--- config.mk ---
export PLATFORM = sky130hd
export DESIGN_NAME = sram_copy_engine
export DESIGN_NICKNAME = d
export VERILOG_FILES = /design/src/rtl/sram_pkg.sv /design/src/rtl/sram_copy_addr_gen.sv /design/src/rtl/sram_copy_engine.sv
export SDC_FILE = /design/constraint.sdc
export NUM_CORES = 1
export LEC_CHECK = 0
export CORE_MARGIN = 3
export CORE_UTILIZATION = 47
export CTS_BUF_LIST = sky130_fd_sc_hd__clkbuf_8 sky130_fd_sc_hd__clkbuf_16
export CTS_CLUSTER_DIAMETER = 200
export CTS_CLUSTER_SIZE = 20
export DETAILED_ROUTE_END_ITERATION = 10
export GPL_TIMING_DRIVEN = 0
export PLACE_DENSITY = 0.85
export SYNTH_ARGS = -nofsm -noshare
export SYNTH_HDL_FRONTEND = slang
export SYNTH_SLANG_ARGS = --single-unit
--- constraint.sdc ---
create_clock -name clk -period 3.6 [get_ports clk]
set_clock_uncertainty 0.15 [all_clocks]
set_input_delay 0.72 -clock clk [delete_from_list [all_inputs] [get_ports clk]]
set_output_delay 0.72 -clock clk [all_outputs]
set_load 0.02 [all_outputs]
--- src/rtl/sram_pkg.sv ---
// rtl/sram_pkg.sv - shared SRAM geometry constants, pointer helpers and copy-engine FSM states
package sram_pkg;
  localparam int DATA_W = 32;
  localparam int ADDR_W = 6;
  localparam int DEPTH  = 32;
  localparam int PTR_W  = $clog2(DEPTH);
  localparam int CNT_W  = $clog2(DEPTH + 1);

  typedef logic [PTR_W-1:0] ptr_t;
  typedef logic [CNT_W-1:0] cnt_t;

  typedef enum logic [2:0] {IDLE, READ, WAIT, WRITE, DONE} copy_state_e;

  function automatic ptr_t wrap_ptr(input logic [ADDR_W-1:0] a);
    return ptr_t'(32'(a) % 32'(DEPTH));
  endfunction

  function automatic ptr_t inc_ptr(input ptr_t p);
    return (32'(p) == 32'(DEPTH - 1)) ? '0 : p + 1'b1;
  endfunction

  function automatic cnt_t clamp_len(input logic [ADDR_W-1:0] l);
    return (32'(l) > 32'(DEPTH)) ? cnt_t'(DEPTH) : cnt_t'(l);
  endfunction
endpackage

--- src/rtl/sram_copy_addr_gen.sv ---
// rtl/sram_copy_addr_gen.sv - source/destination pointers with modulo-DEPTH wrap and remaining-word counter
module sram_copy_addr_gen
  import sram_pkg::*;
(
  input  logic              clk,
  input  logic              rst_n,
  input  logic              load_i,
  input  logic              step_i,
  input  logic [ADDR_W-1:0] src_i,
  input  logic [ADDR_W-1:0] dst_i,
  input  logic [ADDR_W-1:0] len_i,
  output logic [PTR_W-1:0]  src_d_o,
  output logic [PTR_W-1:0]  dst_d_o,
  output logic              last_o
);
  ptr_t src_q, dst_q;
  cnt_t cnt_q, cnt_d;

  // Next-state pointers are exported so the top can register ADDRESS one cycle ahead.
  always_comb begin
    src_d_o = src_q;
    dst_d_o = dst_q;
    cnt_d   = cnt_q;
    if (load_i) begin
      src_d_o = wrap_ptr(src_i);
      dst_d_o = wrap_ptr(dst_i);
      cnt_d   = clamp_len(len_i);
    end else if (step_i) begin
      src_d_o = inc_ptr(src_q);
      dst_d_o = inc_ptr(dst_q);
      cnt_d   = cnt_q - 1'b1;
    end
  end

  assign last_o = (cnt_q == cnt_t'(1));

  always_ff @(posedge clk or negedge rst_n) begin
    if (!rst_n) begin
      src_q <= '0;
      dst_q <= '0;
      cnt_q <= '0;
    end else begin
      src_q <= src_d_o;
      dst_q <= dst_d_o;
      cnt_q <= cnt_d;
    end
  end
endmodule

--- src/rtl/sram_copy_engine.sv ---
// rtl/sram_copy_engine.sv - SRAM block-copy initiator (read/wait/write per word)
// Optional macro SRAM_COPY_CHECKSUM_EN adds an XOR checksum of every copied word.
module sram_copy_engine
  import sram_pkg::*;
(
  input  logic              clk,
  input  logic              rst_n,
  input  logic              start,
  input  logic [ADDR_W-1:0] src_addr,
  input  logic [ADDR_W-1:0] dst_addr,
  input  logic [ADDR_W-1:0] len,
  output logic              busy,
  output logic              done,
  output logic [ADDR_W-1:0] ADDRESS,
  output logic [DATA_W-1:0] WriteData,
  output logic              WriteEn,
  output logic              ReadEn,
  input  logic [DATA_W-1:0] ReadData
`ifdef SRAM_COPY_CHECKSUM_EN
  ,
  output logic [DATA_W-1:0] checksum
`endif
);
  copy_state_e       state_q, state_d;
  logic              load, step, last;
  logic [PTR_W-1:0]  src_d, dst_d;
  logic              busy_q, done_q, wr_q, rd_q;
  logic [ADDR_W-1:0] addr_q, addr_d;
  logic [DATA_W-1:0] wdata_q, wdata_d;

  sram_copy_addr_gen u_addr_gen (
    .clk    (clk),
    .rst_n  (rst_n),
    .load_i (load),
    .step_i (step),
    .src_i  (src_addr),
    .dst_i  (dst_addr),
    .len_i  (len),
    .src_d_o(src_d),
    .dst_d_o(dst_d),
    .last_o (last)
  );

  always_comb begin
    state_d = state_q;
    load    = 1'b0;
    step    = 1'b0;
    case (state_q)
      IDLE: begin
        if (start) begin
          load    = 1'b1;
          state_d = (len == '0) ? DONE : READ;
        end
      end
      READ:  state_d = WAIT;
      WAIT:  state_d = WRITE;
      WRITE: begin
        step    = 1'b1;
        state_d = last ? DONE : READ;
      end
      DONE:    state_d = IDLE;
      default: state_d = IDLE;
    endcase
  end

  // Outputs are decoded from the next state so the bus is registered yet aligned with the state.
  // WriteData doubles as the capture register: it samples ReadData only at the end of WAIT.
  always_comb begin
    addr_d  = '0;
    wdata_d = '0;
    if (state_d == READ) begin
      addr_d = ADDR_W'(src_d);
    end else if (state_d == WRITE) begin
      addr_d = ADDR_W'(dst_d);
    end
    if (state_q == WAIT) begin
      wdata_d = ReadData;
    end
  end

  always_ff @(posedge clk or negedge rst_n) begin
    if (!rst_n) begin
      state_q <= IDLE;
      busy_q  <= 1'b0;
      done_q  <= 1'b0;
      rd_q    <= 1'b0;
      wr_q    <= 1'b0;
      addr_q  <= '0;
      wdata_q <= '0;
    end else begin
      state_q <= state_d;
      busy_q  <= (state_d == READ) || (state_d == WAIT) || (state_d == WRITE);
      done_q  <= (state_d == DONE);
      rd_q    <= (state_d == READ);
      wr_q    <= (state_d == WRITE);
      addr_q  <= addr_d;
      wdata_q <= wdata_d;
    end
  end

  assign busy      = busy_q;
  assign done      = done_q;
  assign ReadEn    = rd_q;
  assign WriteEn   = wr_q;
  assign ADDRESS   = addr_q;
  assign WriteData = wdata_q;

`ifdef SRAM_COPY_CHECKSUM_EN
  logic [DATA_W-1:0] csum_q;

  always_ff @(posedge clk or negedge rst_n) begin
    if (!rst_n) begin
      csum_q <= '0;
    end else if (load) begin
      csum_q <= '0;
    end else if (state_q == WAIT) begin
      csum_q <= csum_q ^ ReadData;
    end
  end

  assign checksum = csum_q;
`endif
endmodule

======== After elaboration in Yosys (flattened, before gate mapping) ========
Index checks and enable logic that the tools add are counted.
storage, ports and cells
  bits in registers ....................... 61
  input bits .............................. 53
  output and inout port bits .............. 42
  logic and storage cells ................. 48
cells by class
  add/sub/neg operators ................... 3
  $lt $le $gt $ge ......................... 1
  eq/ne operators ......................... 10
  mux-type cells .......................... 19
  reductions and logical operators ........ 5
operators with widths
  operator                                          number
  2-to-1 mux 5 bit                                  8
  2-to-1 mux 32 bit                                 1
  2-to-1 mux 6 bit                                  3
  == test 3 x 2 -> 1 bit, second input constant     4
  one-hot mux 3 bit (4 select lines)                1
  adder 5 x 1 -> 5 bit, second input constant       2
  == test 5 bit, second input constant              2
  2-to-1 mux 3 bit                                  3
  == test 3 x 1 -> 1 bit, second input constant     2
  == test 6 x 1 -> 1 bit, second input constant     1
  > comparator 6 bit, second input constant         1
  zero test 6 bit                                   1
  subtractor 6 x 1 -> 6 bit, second input constant  1
  == test 3 bit, second input constant              1
  zero test 3 bit                                   1
  2-to-1 mux 1 bit                                  3
  logical OR 1 bit                                  2
  nonzero test 2 bit                                1

======== Longest topological paths before layout ========
  word-level depth ........................ 7
  depth in mapped cells ................... 7
  depth with buffers taken out ............ 7

======== By module ========
A second synthesis with hierarchy kept.
unflattened totals
  cells, all modules ...................... 214
  area total of the unflattened synthesis .. 2523.7 µm²
modules (own cells, without submodules)
  module              times used  cells an instance  area each (µm²)  seq. area each (µm²)
  sram_copy_engine    1           114                1561.5           1101.1
  sram_copy_addr_gen  1           100                962.2            400.4

======== Worst setup path after synthesis ========
No wires, ideal clock.
  kind .................................... flip-flop to flip-flop
  start point ............................. register u_addr_gen.src_q[0]
  end point ............................... register addr_q[3], in the netlist ADDRESS[3]
  setup time .............................. 78 ps
  arrival time ............................ 1813 ps
  slack ................................... 1559 ps
  stages on the path, launching flop included .. 7
  period minus slack after synthesis ...... 2041 ps
  cell sequence ........................... dfrtp_1 > ha_1 > and3_1 > ha_1 > or4_1 > a31oi_1 > o2bb2ai_1
between the ends
  cells in the longest elaborated chain, start to end .. 5
ends and longest elaborated chain
  element                                                       RTL line                  text
  start, declared                                               sram_copy_addr_gen.sv:16  ptr_t src_q, dst_q;
  start signal, assigned                                        sram_copy_addr_gen.sv:43  src_q <= src_d_o;
  adder 5 x 1 -> 5 bit / == test 5 bit (equally long branches)  sram_pkg.sv:19            return (32'(p) == 32'(DEPTH - 1)) ? '0 : p + 1'b1;
  2-to-1 mux 5 bit *                                            sram_pkg.sv:19
  2-to-1 mux 5 bit *                                            sram_copy_addr_gen.sv:28  end else if (step_i) begin
  2-to-1 mux 5 bit *                                            sram_copy_addr_gen.sv:24  if (load_i) begin
  via src_d[3]                                                  sram_copy_engine.sv:26    logic [PTR_W-1:0] src_d, dst_d;
  2-to-1 mux 5 bit *                                            sram_copy_engine.sv:71    if (state_d == READ) begin
  via addr_d[3]                                                 sram_copy_engine.sv:28    logic [ADDR_W-1:0] addr_q, addr_d;
  end signal, assigned                                          sram_copy_engine.sv:96    addr_q <= addr_d;
  end, declared                                                 sram_copy_engine.sv:28
The timed path passes the listed nets; every way through them passes the cells marked *.
A chain may end at the register's enable or synchronous reset.

======== Worst setup path in the final report ========
  start point ............................. input start
  end point ............................... register addr_q[0], in the netlist ADDRESS[0]
RTL lines
  element           RTL line                  text
  start, declared   sram_copy_engine.sv:8     input logic start,
  2-to-1 mux 1 bit  sram_copy_engine.sv:50    if (start) begin
  2-to-1 mux 1 bit  sram_copy_engine.sv:48    case (state_q)
  2-to-1 mux 5 bit  sram_copy_addr_gen.sv:24
  via src_d[0]      sram_copy_engine.sv:26
  2-to-1 mux 5 bit  sram_copy_engine.sv:71
  via addr_d[0]     sram_copy_engine.sv:28
The timed path passes the listed nets, and every way through them passes these cells.

==> out/metrics.csv <==
stage,metric,value,unit
clock_tree,Hold Buf Count CTS,0,
route,routed vias,1881,
route,DR pass1 iterations,4,
worst_setup_path,Worst path max stage delay,0.48,ns
global_route,first-pass GRT wire length,9.23,mm
synthesis,Synth Cell Area,2480,um^2
synthesis,warning count from the yosys run,0,
synthesis,syn_nets,265,
sta,final critical-path required period,2.24,ns
worst_setup_path,"Critical Path, Cell by Cell",clkdlybuf4s50_1 > nor4b_4 > nor2_1 > a221o_1 > a22o_1,
global_route,number of global-route vias before repair,1923,
synthesis,"EDFF count, synth",0,
route,routed len/inst,14.4,um
synthesis,Synth cell types,45,
die,die height,78.6,um
synthesis,number of synthesized register bits,60,
run_status,status,"complete, no violations",
synthesis,post-synthesis sequential area ratio,0.606,
worst_setup_path,type of origin of the critical path,input pin,
clock_tree,CTS tree,built,
job,max-cap viol count,0,
min_path,Hold Path Class,input pin to async pin,
route,post-route ant nets,0,
route,routed wire length,5.50,mm
global_route,initial antenna violation count,0,
synthesis,syn_area_per_cell,12.0,um^2
synthesis,cells after synthesis,206,
clock_tree,Max Buffers Root-to-Sink,2,
placed_design,Detail Placement HPWL,4.11,mm
worst_setup_path,critical path type,input pin to register,
worst_setup_path,crit path DAT,2.31,ns
worst_setup_path,worst path bufs/invs,1,
final_layout,final net count,368,
sta,setup slack after layout,1.36,ns
final_layout,antenna cells,0,
synthesis,Async SR Flop Fraction,1.00,
clock_tree,Worst-Skew Late Latency,0.33,ns
clock_tree,H-tree depth,3,
power,P per Cell Area,780,nW/um^2
worst_setup_path,slowest cell on the critical path,clkdlybuf4s50_1,
worst_setup_path,Reg2Reg Setup Slack,1.37,ns
die,starting density of the core,0.504,
power,Max VDD drop,399,uV
sta,FMAX,0.447,GHz
final_layout,FILL cells,346,
die,die area,6180,um^2
die,number of placement rows,25,
final_layout,area grow syn2layout,48.3,%
die,Die X-Extent,78.6,um
clock_tree,Post CTS Setup Buffer Count,0,
final_layout,post-layout util,0.748,
clock_tree,Num CTS Buffers,9,
power,leak pwr,0.00164,uW
sta,Pins Over Slew Limit,0,
sta,RSZ-0062 raised after global routing,no,
sta,Slew headroom,0.636,
global_route,largest net degree at the start of global routing,37,
sta,measured slew at the worst slew-check pin,0.546,ns
synthesis,ys flop type,dfrtp_1,
route,DR vias/cell,4.94,
clock_tree,Clock Pin Slew Worst Setup and Hold Paths,0.06,ns
placed_design,"worst slack, placed",1.02,ns
clock_tree,Root Driver,clkbuf_8,
worst_setup_path,Critical path origin,start,
clock_tree,Post-CTS Resized,0,
clock_tree,clk sinks,60,
global_route,total grt overflow,0,
worst_setup_path,worst endpoint required time,3.67,ns
worst_setup_path,FF-to-FF Start,u_addr_gen.src_q[0],
placed_design,PortBufs,91,
sta,final hold violations,0,
placed_design,Final GP Congestion,0.820,
final_layout,Post-Layout Cell Count,381,
placed_design,placed cells,365,
worst_setup_path,R2R Path End,ADDRESS[2],
route,Starting DRT DRC Count,121,
worst_setup_path,Worst path top cell family by delay,compound AO/OA/AOI/OAI gates,
global_route,GR Util All Layers,0.200,
power,final total power,2860,uW
route,DRC viols,0,
worst_setup_path,CP Capture Type,register,
die,CORE AREA,4910,um^2
worst_setup_path,CP Max Fanout,6,
worst_setup_path,Worst R2R Path Depth,6,
sta,fin crit share,0.621,
sta,Setup Viol. Count Final,0,
die,io pins,95,
final_layout,layout cells sized above 1,0.0892,
==> cells in the final DEF, fill, tap and decap left out, types with 3 or more instances in the layout <==
cell type        synthesis  final
ha_1                     6      6
o21ai_0                  4      4
clkdlybuf4s50_1          0     90
nor2_1                  14     14
xnor2_1                  4      4
inv_1                    4      7
and2_1                  32     32
a21oi_1                  3      3
clkbuf_8                 0      9
nand3_1                  4      4
a21o_1                   4      4
nand2_1                  6      6
nand3b_1                 6      6
buf_2                    5      6
a22o_1                   4      4
a31oi_1                  3      3
dfrtp_1                 60     60
o21ai_1                  6      6
clkbuf_1                 3      3
nor2b_1                  3      3
==> cell families after synthesis <==
group,after synthesis,synth area share
AOI/OAI and AO/OA,36,0.108
xor gates and xnor gates,6,0.0212
adders and majority gates,6,0.0303
buffers and inverters,14,0.0258
DFF,60,0.606
other,1,0.00151
and+or+nand+nor,83,0.207
==> worst max-delay path by stage <==
stage	end	slack [ns]	cells after the start
2_1_floorplan	ADDRESS[3]	1.56	6
5_1_grt	ADDRESS[2]	1.25	6
4_1_cts	ADDRESS[2]	1.38	6
6_report	ADDRESS[0]	1.36	5
3_3_place_gp	WriteData[14]	-0.15	1
3_5_place_dp	ADDRESS[0]	1.02	5
==> synth_stat cells, types with 3 or more instances <==
cell,instances,area share
nand3_1,4,0.0081
o21ai_0,4,0.0081
nor2b_1,3,0.0076
inv_1,4,0.0061
a21oi_1,3,0.0061
a31oi_1,3,0.0076
clkbuf_1,3,0.0045
o21ai_1,6,0.012
xnor2_1,4,0.014
dfrtp_1,60,0.61
buf_2,5,0.010
nor2_1,14,0.021
ha_1,6,0.030
nand3b_1,6,0.018
nand2_1,6,0.0091
a22o_1,4,0.014
and2_1,32,0.081
a21o_1,4,0.012
==> through the flow <==
step	TNS (ns)	hold slack (ns)	cell area, um^2
finish	0	0.218	3670
global route	0	0.248	3670
CTS	0	0.228	3670
detailed placement	0	0.363	3490
global placement	-8.57	0.341	3470
floorplan	0	0.274	2480
==> registers in the layout, indices dropped and copies added, names as in the netlist <==
signal,flops
u_addr_gen.dst_q,5
WriteEn,1
done,1
state_q,3
ReadEn,1
u_addr_gen.src_q,5
u_addr_gen.cnt_q,6
WriteData,32
ADDRESS,5
busy,1
==> power breakdown <==
| part | switching [uW] | total [uW] | internal, uW |
|---|---|---|---|
| sequential | 147 | 1060 | 912 |
| clock | 249 | 559 | 310 |
| combinational | 640 | 1250 | 606 |
==> per-layer routing <==
metal  share of wire  routed length, um  global-route usage
met5               0                  0                   0
met4           0.019                107               0.105
met3            0.10                552              0.0894
met2            0.49               2690               0.304
met1            0.39               2150               0.237
==> area by class of cell <==
type | count | area, um^2 | area share
repair buffers | 92 | 926 | 0.252
flip-flops and latches | 60 | 1500 | 0.409
plain buffers | 9 | 43.8 | 0.0119
inverters | 5 | 20.0 | 0.00545
multi-input cells | 132 | 911 | 0.248
clock inverters | 7 | 61.3 | 0.0167
well taps | 67 | 83.8 | 0.0228
clock buffers | 9 | 124 | 0.0337
(Power assumes the default switching activity.)
